--- src/rtl/mem_arbiter.sv ---
// mem_arbiter: two-port (instruction fetch / data) arbiter in front of a
// single-ported SRAM. Each transfer occupies the SRAM for WAIT_CYCLES cycles
// and is followed by a one-cycle completion pulse.
// Optional build macro: ARB_PERF_CNT_EN adds a 32-bit stall-cycle counter
// on perf_stall_cycles. Without it, perf_stall_cycles is tied to 0.
module mem_arbiter #(
   parameter int WAIT_CYCLES = 3
) (
   input  logic        clk,
   input  logic        rst,
   input  logic        if_req,
   input  logic [31:0] if_addr,
   output logic [31:0] if_rdata,
   output logic        if_ready,
   input  logic        mem_req,
   input  logic        mem_we,
   input  logic [31:0] mem_addr,
   input  logic [31:0] mem_wdata,
   output logic [31:0] mem_rdata,
   output logic        mem_ready,
   output logic        sram_en,
   output logic        sram_we,
   output logic [15:0] sram_addr,
   output logic [31:0] sram_wdata,
   input  logic [31:0] sram_rdata,
   output logic        freeze,
   output logic [31:0] perf_stall_cycles
);

   localparam logic [3:0] LP_LOAD = 4'(WAIT_CYCLES - 1);

   typedef enum logic [1:0] {
      IDLE,
      ACCESS,
      DONE
   } state_t;

   state_t      r_state;
   state_t      w_next_state;
   logic [3:0]  r_cnt;
   logic        r_last_mem;
   logic        r_grant_mem;
   logic [15:0] r_addr;
   logic        r_we;
   logic [31:0] r_wdata;
   logic [31:0] r_if_rdata;
   logic [31:0] r_mem_rdata;
   logic        w_grant_mem;
   logic        w_any_req;
   logic        w_unused;

   // Word-address bits outside [17:2] carry no meaning for the SRAM.
   assign w_unused = ^{if_addr[31:18], if_addr[1:0], mem_addr[31:18], mem_addr[1:0]};

   assign w_any_req = if_req | mem_req;

   // Arbitration: data port wins a tie unless it also won the previous grant.
   always_comb begin
      w_grant_mem = 1'b0;
      if (mem_req && (!if_req || !r_last_mem)) begin
         w_grant_mem = 1'b1;
      end
   end

   // Next-state decode.
   always_comb begin
      w_next_state = r_state;
      case (r_state)
         IDLE:    if (w_any_req) w_next_state = ACCESS;
         ACCESS:  if (r_cnt == '0) w_next_state = DONE;
         DONE:    w_next_state = IDLE;
         default: w_next_state = IDLE;
      endcase
   end

   // State register.
   always_ff @(posedge clk) begin
      if (rst) r_state <= IDLE;
      else     r_state <= w_next_state;
   end

   // Request latching, wait counter and read-data capture.
   always_ff @(posedge clk) begin
      if (rst) begin
         r_cnt       <= '0;
         r_last_mem  <= 1'b0;
         r_grant_mem <= 1'b0;
         r_addr      <= '0;
         r_we        <= 1'b0;
         r_wdata     <= '0;
         r_if_rdata  <= '0;
         r_mem_rdata <= '0;
      end else begin
         case (r_state)
            IDLE: begin
               if (w_any_req) begin
                  r_grant_mem <= w_grant_mem;
                  r_last_mem  <= w_grant_mem;
                  r_addr      <= w_grant_mem ? mem_addr[17:2] : if_addr[17:2];
                  r_we        <= w_grant_mem & mem_we;
                  r_wdata     <= w_grant_mem ? mem_wdata : '0;
                  r_cnt       <= LP_LOAD;
               end
            end
            ACCESS: begin
               if (r_cnt == '0) begin
                  if (r_grant_mem) r_mem_rdata <= sram_rdata;
                  else             r_if_rdata  <= sram_rdata;
               end else begin
                  r_cnt <= r_cnt - 4'd1;
               end
            end
            default: ;
         endcase
      end
   end

   assign sram_en    = (r_state == ACCESS);
   assign sram_we    = (r_state == ACCESS) & r_we;
   assign sram_addr  = r_addr;
   assign sram_wdata = r_wdata;

   assign if_ready   = (r_state == DONE) & ~r_grant_mem;
   assign mem_ready  = (r_state == DONE) &  r_grant_mem;
   assign if_rdata   = r_if_rdata;
   assign mem_rdata  = r_mem_rdata;

   assign freeze = (if_req & ~if_ready) | (mem_req & ~mem_ready);

`ifdef ARB_PERF_CNT_EN
   logic [31:0] r_perf_cnt;

   // Stall-cycle counter, wraps naturally at 32 bits.
   always_ff @(posedge clk) begin
      if (rst)         r_perf_cnt <= '0;
      else if (freeze) r_perf_cnt <= r_perf_cnt + 32'd1;
   end

   assign perf_stall_cycles = r_perf_cnt;
`else
   assign perf_stall_cycles = '0;
`endif

endmodule

--- config.mk ---
export PLATFORM = sky130hd
export DESIGN_NAME = mem_arbiter
export DESIGN_NICKNAME = d
export VERILOG_FILES = /design/src/rtl/mem_arbiter.sv
export SDC_FILE = /design/constraint.sdc
export NUM_CORES = 1
export LEC_CHECK = 0
export ABC_AREA = 0
export CORE_ASPECT_RATIO = 0.5
export CORE_MARGIN = 8
export CORE_UTILIZATION = 30
export CTS_CLUSTER_SIZE = 8
export DETAILED_ROUTE_END_ITERATION = 12
export PLACE_DENSITY = 0.72
export SYNTH_ARGS = -nofsm -noshare
export SYNTH_HDL_FRONTEND = slang
export SYNTH_SLANG_ARGS = --single-unit
--- constraint.sdc ---
create_clock -name clk -period 3.29 [get_ports clk]
set_clock_uncertainty 0.2 [all_clocks]
set_input_delay 0.658 -clock clk [delete_from_list [all_inputs] [get_ports clk]]
set_output_delay 0.658 -clock clk [all_outputs]
set_load 0.005 [all_outputs]
==> flow_summary.json, run 1 <==
{
  "worst_slew_pin_slew_ns": 0.646,
  "ys_seq_area_share_pct": 51.1,
  "layout.nets": 797,
  "cts_setup_buffers": 0,
  "dr.pass1.iters": 5,
  "crit_type": "in -> out",
  "maxSlewViolCount": 0,
  "layout_min_cycle_time_ns": 2.83,
  "status": "finished clean",
  "drt-initial-drc-count": 156,
  "cp-end-kind": "primary output",
  "async_reset_ff_share_pct": 0,
  "cts-root-buf": "clkbuf_16",
  "start_util_pct": 30.6,
  "peakVddDrop_v": 0.000359,
  "fmax_mhz": 353,
  "setup_tns_ns": 0,
  "cp-start-kind": "primary input",
  "synth.area.top_cells": "dfxtp_1 (51%), mux2i_1 (17%), nand2_1 (7.7%), a22o_1 (6.1%), buf_4 (5.6%)",
  "place.gp.congestion": 0.718,
  "cellPowerDensity_nw_per_um2": 540,
  "synth_top_area_cell": "dfxtp_1",
  "post_cts_resize_count": 0,
  "cts.reportedPaths.clkPinSlew_ns": 0.06,
  "drc_errors": 0,
  "drive_gt1_share_pct": 6.80,
  "synth.area.mux_share_pct": 17.0,
  "rsz0062_at_grt": "no",
  "leakage_nw": 3.05,
  "fill_cells": 1405,
  "synth_edf_count": 0,
  "cap_violations": 0,
  "dp.cells": 848,
  "critPathLaunch": "if_req",
  "synthesis.area_um2": 4710,
  "multi_input_area_um2": 1980,
  "grtUsageMet1_pct": 14.6,
  "rr_startpoint": "r_cnt[0]",
  "final_hold_viol_count": 0,
  "hp-class": "reg -> reg",
  "cts_buffer_depth": 2,
  "synth-xor-area-share_pct": 0,
  "cpPeakStageDelay_ns": 0.55,
  "rrSetupSlack_ns": 1.26,
  "path_max_fanout": 4,
  "cts_buffers": 17,
  "syn_inst": 450,
  "seq_area_um2": 2400,
  "viasPerCell": 4.38,
  "clk_latency_ns": 0.40,
  "path_cells": "clkdlybuf4s50_1 -> inv_1 -> o22ai_1 -> clkdlybuf4s50_1",
  "cp.required_ns": 2.43,
  "synth_top_area_share_pct": 51.1,
  "fin_crit_sh_pct": 86.1,
  "ant_nets": 0,
  "grt_pass1_vias": 3963,
  "stdcell_count": 880,
  "antenna_found_initial": 0,
  "num_vias": 3852,
  "wl_per_cell_um": 16.3,
  "cts_sinks": 120,
  "die_y_um": 105,
  "synthTopCellsByCount": "dfxtp_1 (120), nand2_1 (97), mux2i_1 (80), buf_4 (35), a22o_1 (33)",
  "synth_warnings": 0,
  "synth_ff_type": "dfxtp_1",
  "overflow": 0,
  "synth.distinct_cells": 40,
  "met2_usage_pct": 26.6,
  "synth_compound_area_share_pct": 11.1,
  "crit_end": "freeze",
  "track_usage_pct": 13.8,
  "synth_top_family_by_area": "multiplexers",
  "slowest_stage": "clkdlybuf4s50_1",
  "rr_worst_depth": 6,
  "die-area_um2": 20200,
  "relSlewSlack_pct": 56.8,
  "dp_hpwl_um": 10600,
  "cts_hold_buf": 0,
  "fp-row-count": 32,
  "crit_path_frequent_cell": "clkdlybuf4s50_1",
  "core_um2": 15400,
  "worstPathArrival_ns": 1.97,
  "num_io_pins": 282,
  "min_from": "if_rdata[15]",
  "r2r-end": "mem_rdata[26]",
  "grt_max_degree": 67,
  "synth_most_common_cell": "dfxtp_1",
  "setup_viol": 0,
  "use_met3_pct": 3.25,
  "yosys.area_share.simple_pct": 10.7,
  "htreeDepth": 4,
  "grt-busiest-layer": "met2",
  "utilization_pct": 48.6,
  "cts_tree": "done",
  "num_antenna_cells": 0,
  "routed_wl_um": 14300,
  "synth_fa_ha_area_share_pct": 0.266,
  "yosys_register_bits": 120,
  "synth_area_per_cell_um2": 10.5,
  "area_delta_synth_final_pct": 58.8,
  "port_buffers": 217,
  "grt_pass1_wl_um": 22100,
  "die_w_um": 193
}
## power breakdown
group	leakage, nW	internal (W)	switching (W)
sequential	0.978	0.00156	0.0000566
clock	0.268	0.00106	0.000723
combinational	1.81	0.000384	0.000258
## metrics by stage
stage,instance area [um2],setup slack [ns],hold slack [ns],power (W)
finish,7470,0.457,0.254,0.00404
global route,7470,0.410,0.277,0.00423
CTS,7470,0.453,0.257,0.00410
detailed placement,6900,0.453,0.246,0.00229
global placement,6900,0.471,0.243,0.00228
floorplan,4820,1.42,0.234,0.00194
## area by class of cell
class | instances | area share [%]
Multi-Input combinational cell | 293 | 26.5
Clock buffer | 18 | 5.74
Inverter | 7 | 0.352
Timing Repair Buffer | 224 | 29.9
Clock inverter | 14 | 1.88
Tap cell | 204 | 3.42
Sequential cell | 120 | 32.2
## cells in the final DEF, fill, tap and decap left out, types with 2 or more instances in the layout
cell type,count
buf_4,6
nor2_1,4
o2bb2ai_1,16
clkinv_4,2
inv_8,2
inv_1,6
or3_1,2
clkbuf_16,17
or2_2,2
inv_6,4
o21ai_0,2
clkinvlp_4,4
mux2i_1,80
clkdlybuf4s50_1,217
nand2_1,97
a22o_1,33
a21boi_0,2
conb_1,32
dfxtp_1,120
nor3b_1,2
## layer usage
| metal | routed length [um] | part of all wire, % |
|---|---|---|
| met1 | 5730 | 40 |
| met2 | 7790 | 54 |
| met3 | 623 | 4.3 |
| met4 | 204 | 1.4 |
| met5 | 0 | 0 |
## worst max-delay path: cells and delay by family
| kind | cells | cell delay (ns) |
|---|---|---|
| compound gates | 1 | 0.16 |
| buf+inv | 3 | 1.15 |
## how the worst min path moves through the flow
stage                   end  slack, ns  depth (start not counted)
3_5_place_dp    if_rdata[5]       0.25                          2
6_report       if_rdata[15]       0.25                          2
5_1_grt        if_rdata[28]       0.28                          2
4_1_cts         if_rdata[7]       0.26                          2
3_3_place_gp   if_rdata[22]       0.24                          2
2_1_floorplan          r_we       0.23                          1
## kinds of logic (layout without fill, tap and decap cells)
logic type	count (synthesis)	after routing
compound gates	62	62
fa+ha+maj	1	1
buf+inv	68	263
flops	120	120
mux	80	80
other cells	1	32
simple gates	118	118
## registers in the layout (all words and copies together), names as in the netlist
| register | count |
|---|---|
| if_rdata | 32 |
| mem_rdata | 32 |
| sram_wdata | 32 |
| sram_addr | 16 |
| r_cnt | 4 |
| r_state | 2 |
| r_grant_mem | 1 |
| r_we | 1 |
No activity file was read; power rests on OpenSTA's default activity.
==> run 2, diff against run 1 <==
Settings changed: CORE_UTILIZATION 30 to 40, PLACE_DENSITY 0.72 to 0.9, SKIP_CTS_REPAIR_TIMING from default to 1.
==> flow_summary.json, run 2 (same netlist as run 1, synthesis figures left out) <==
{
  "status": "finished clean",
  "place.gp.congestion": 0.776,
  "hp-class": "reg -> reg",
  "grt_pass1_wl_um": 21700,
  "stdcell_count": 840,
  "crit_type": "in -> out",
  "setup_viol": 0,
  "path_cells": "clkdlybuf4s50_1 -> inv_1 -> o22ai_1 -> clkdlybuf4s50_1",
  "critPathLaunch": "if_req",
  "die-area_um2": 15700,
  "cts-root-buf": "clkbuf_16",
  "slowest_stage": "clkdlybuf4s50_1",
  "dp.cells": 808,
  "core_um2": 11600,
  "htreeDepth": 4,
  "drc_errors": 0,
  "num_antenna_cells": 0,
  "cts.reportedPaths.clkPinSlew_ns": 0.05,
  "layout.nets": 796,
  "cp.required_ns": 2.43,
  "dp_hpwl_um": 10500,
  "start_util_pct": 40.5,
  "grt_pass1_vias": 4129,
  "final_hold_viol_count": 0,
  "cts_buffers": 17,
  "grt_max_degree": 68,
  "area_delta_synth_final_pct": 58.2,
  "antenna_found_initial": 0,
  "cp-end-kind": "primary output",
  "clk_latency_ns": 0.40,
  "path_max_fanout": 4,
  "die_w_um": 169,
  "final_common_cell": "clkdlybuf4s50_1",
  "wl_per_cell_um": 16.8,
  "p_total_w": 0.00411,
  "die_y_um": 92.7,
  "cts_sinks": 120,
  "crit_path_frequent_cell": "clkdlybuf4s50_1",
  "ant_nets": 0,
  "cpPeakStageDelay_ns": 0.57,
  "rrSetupSlack_ns": 1.03,
  "min_from": "if_rdata[13]",
  "port_buffers": 217,
  "rsz0062_at_grt": "no",
  "fin_crit_sh_pct": 88.4,
  "track_usage_pct": 17.4,
  "seq_area_um2": 2400,
  "num_vias": 3955,
  "routed_wl_um": 14200,
  "cts_buffer_depth": 2,
  "overflow": 0,
  "cts_tree": "done",
  "dr.pass1.iters": 4,
  "drt-initial-drc-count": 151,
  "num_io_pins": 282,
  "multi_input_area_um2": 1980,
  "setup_tns_ns": 0,
  "fill_cells": 916,
  "r2r-end": "sram_wdata[14]",
  "relSlewSlack_pct": 17.6,
  "rr_startpoint": "r_state[1]",
  "viasPerCell": 4.71,
  "timing.hold.ws_ns": 0.258,
  "maxSlewViolCount": 0,
  "fmax_mhz": 344,
  "drive_gt1_share_pct": 6.81,
  "cellPowerDensity_nw_per_um2": 553,
  "fp-row-count": 28,
  "worst_slew_pin_slew_ns": 1.24,
  "worstPathArrival_ns": 2.05,
  "cp-start-kind": "primary input",
  "peakVddDrop_v": 0.000471,
  "crit_end": "freeze",
  "rr_worst_depth": 3,
  "layout_min_cycle_time_ns": 2.91,
  "leakage_nw": 3.06,
  "cap_violations": 0,
  "mostFrequentLayoutCells": "clkdlybuf4s50_1 (217), dfxtp_1 (120), nand2_1 (97), mux2i_1 (80), a22o_1 (33)",
  "min_path_cells": 2
}
[run 2: cell count changes in the layout (fill, tap and decap cells not counted)]
| cell | previous run | this run |
|---|---|---|
| clkbuf_1 | 1 | 0 |
| clkbuf_8 | 0 | 2 |
| inv_6 | 4 | 2 |
| clkinvlp_4 | 4 | 5 |
| clkinv_4 | 2 | 3 |
| bufinv_16 | 1 | 2 |
| buf_4 | 6 | 5 |
| inv_8 | 2 | 0 |
[run 2: how the worst min path moves through the flow]
stage,slack (ns),to
6_report,0.26,if_rdata[13]
5_1_grt,0.28,if_rdata[19]
4_1_cts,0.26,if_rdata[5]
3_5_place_dp,0.25,if_rdata[4]
3_3_place_gp,0.24,if_rdata[23]
2_1_floorplan,0.23,r_we
[run 2: report_power, final]
group | internal (W) | switching [W]
clock | 0.00116 | 0.000694
combinational | 0.000383 | 0.000261
sequential | 0.00156 | 0.0000589
total | 0.00310 | 0.00101
[run 2: critical path: cells and delay by family]
family                 cells  cell delay (ns)
buffers and inverters      3             1.18
AOI/OAI and AO/OA          1             0.21
[run 2: area by class of cell]
type / count / share of cell area [%]
inverters: 7 / 0.353
clock inverters: 13 / 1.97
well taps: 165 / 2.77
multi-input cells: 293 / 26.6
clock buffers: 19 / 6.08
flip-flops and latches: 120 / 32.3
repair buffers: 223 / 29.9
[run 2: routing by layer]
layer	share of wire [%]	global-route usage, %	vias up
met5	0	0	-
met4	2.7	6.95	0
met3	5.9	5.09	27
met2	54	33.7	116
met1	38	17.3	1896
li1	-	-	1916
[run 2: stage by stage]
| step | util (%) | worst slack, ns | cell area (um2) |
|---|---|---|---|
| floorplan | - | 1.42 | 4820 |
| global placement | 58.9 | 0.295 | 6850 |
| global route | 64.0 | 0.306 | 7440 |
| CTS | 64.0 | 0.363 | 7440 |
| detailed placement | 58.9 | 0.190 | 6850 |
| finish | 64.0 | 0.382 | 7440 |
==> run 3, diff against run 2 <==
Settings changed: SETUP_SLACK_MARGIN from default to 0.5, SLEW_MARGIN from default to 15.
==> flow_summary.json, run 3 (same netlist as run 1, synthesis figures left out) <==
{
  "cts.reportedPaths.clkPinSlew_ns": 0.05,
  "port_buffers": 217,
  "multi_input_area_um2": 1990,
  "rr_worst_depth": 6,
  "cts_buffers": 17,
  "layout.nets": 796,
  "grt_pass1_wl_um": 21900,
  "cp.required_ns": 2.43,
  "cts_sinks": 120,
  "antenna_found_initial": 0,
  "cp-end-kind": "primary output",
  "num_io_pins": 282,
  "path_max_fanout": 8,
  "fill_cells": 903,
  "grt_max_degree": 68,
  "die-area_um2": 15700,
  "num_antenna_cells": 0,
  "cts_buffer_depth": 2,
  "fin_crit_sh_pct": 81.5,
  "die_w_um": 169,
  "core_um2": 11600,
  "setup_tns_ns": 0,
  "routed_wl_um": 14300,
  "track_usage_pct": 17.5,
  "cts-root-buf": "clkbuf_16",
  "num_vias": 3976,
  "dr.pass1.iters": 4,
  "final_common_cell": "clkdlybuf4s50_1",
  "dp_hpwl_um": 10500,
  "cap_violations": 0,
  "layout_min_cycle_time_ns": 2.68,
  "worstPathArrival_ns": 1.82,
  "clk_latency_ns": 0.39,
  "seq_area_um2": 2400,
  "viasPerCell": 4.74,
  "ant_nets": 0,
  "cp-start-kind": "flop",
  "place.gp.congestion": 0.776,
  "area_delta_synth_final_pct": 57.6,
  "mostFrequentLayoutCells": "clkdlybuf4s50_1 (216), dfxtp_1 (120), nand2_1 (97), mux2i_1 (80), a22o_1 (33)",
  "drt-initial-drc-count": 184,
  "leakage_nw": 3.06,
  "fmax_mhz": 373,
  "die_y_um": 92.7,
  "peakVddDrop_v": 0.000322,
  "grt_pass1_vias": 4193,
  "p_total_w": 0.00404,
  "drc_errors": 0,
  "status": "finished clean",
  "drive_gt1_share_pct": 6.53,
  "setup_viol": 0,
  "hp-class": "reg -> reg",
  "overflow": 0,
  "maxSlewViolCount": 0,
  "wl_per_cell_um": 17.1,
  "rsz0062_at_grt": "no",
  "crit_type": "reg -> out",
  "relSlewSlack_pct": 56.2,
  "cellPowerDensity_nw_per_um2": 544,
  "cts_tree": "done",
  "htreeDepth": 4,
  "final_hold_viol_count": 0,
  "fp-row-count": 28,
  "rrSetupSlack_ns": 1.20,
  "worst_slew_pin_slew_ns": 0.656,
  "min_path_cells": 2,
  "start_util_pct": 40.5
}
[run 3: cell types whose count changed in the layout (fill, tap and decap cells not counted), sizes merged]
cell           change
dlymetal6s2s       +1
clkinv             +1
inv                -2
clkinvlp           -3
clkdlybuf4s50      -1
clkbuf             +3
[run 3: critical path: stages (launching register included)]
cell,delay (ns)
dfxtp_1,0.42
nand2b_1,0.30
inv_1,0.09
and2_1,0.16
clkdlybuf4s50_1,0.46
[run 3: metrics by stage]
stage                     cell area [um2]  instances  setup WS (ns)  utilization, %  hold WS, ns
after floorplan                      4820        481           1.42               -        0.234
after global placement               6850        808          0.295            58.9        0.242
after detailed placement             6850        808          0.197            58.9        0.245
after CTS                            7410        839          0.411            63.7        0.256
after global routing                 7420        839          0.506            63.8        0.273
final                                7420        839          0.607            63.8        0.253
[run 3: layer usage]
layer	track usage (%)	part of all wire [%]	up-vias
li1	-	-	1914
met4	9.29	3.8	0
met3	4.29	6.1	39
met2	33.5	53	139
met5	0	0	-
met1	17.4	37	1884
[run 3: final timing paths]
path	start	end
worst max-delay path	r_state[1]	sram_we
worst min-delay path	if_rdata[13]	if_rdata[13]
worst max register to register	r_cnt[0]	if_rdata[12]
worst min register to register	if_rdata[13]	if_rdata[13]
[run 3: layout make-up]
cell class,instances,share of cell area [%]
clock buffers,22,6.26
clock inverters,9,1.35
inverters,7,0.354
multi-input cells,293,26.8
flip-flops and latches,120,32.4
well taps,165,2.78
repair buffers,223,30.1
[run 3: power breakdown]
| group | switching [W] | internal, W |
|---|---|---|
| Clock | 0.000631 | 0.00114 |
| Sequential | 0.0000591 | 0.00156 |
| Combinational | 0.000264 | 0.000383 |
| Total | 0.000954 | 0.00308 |
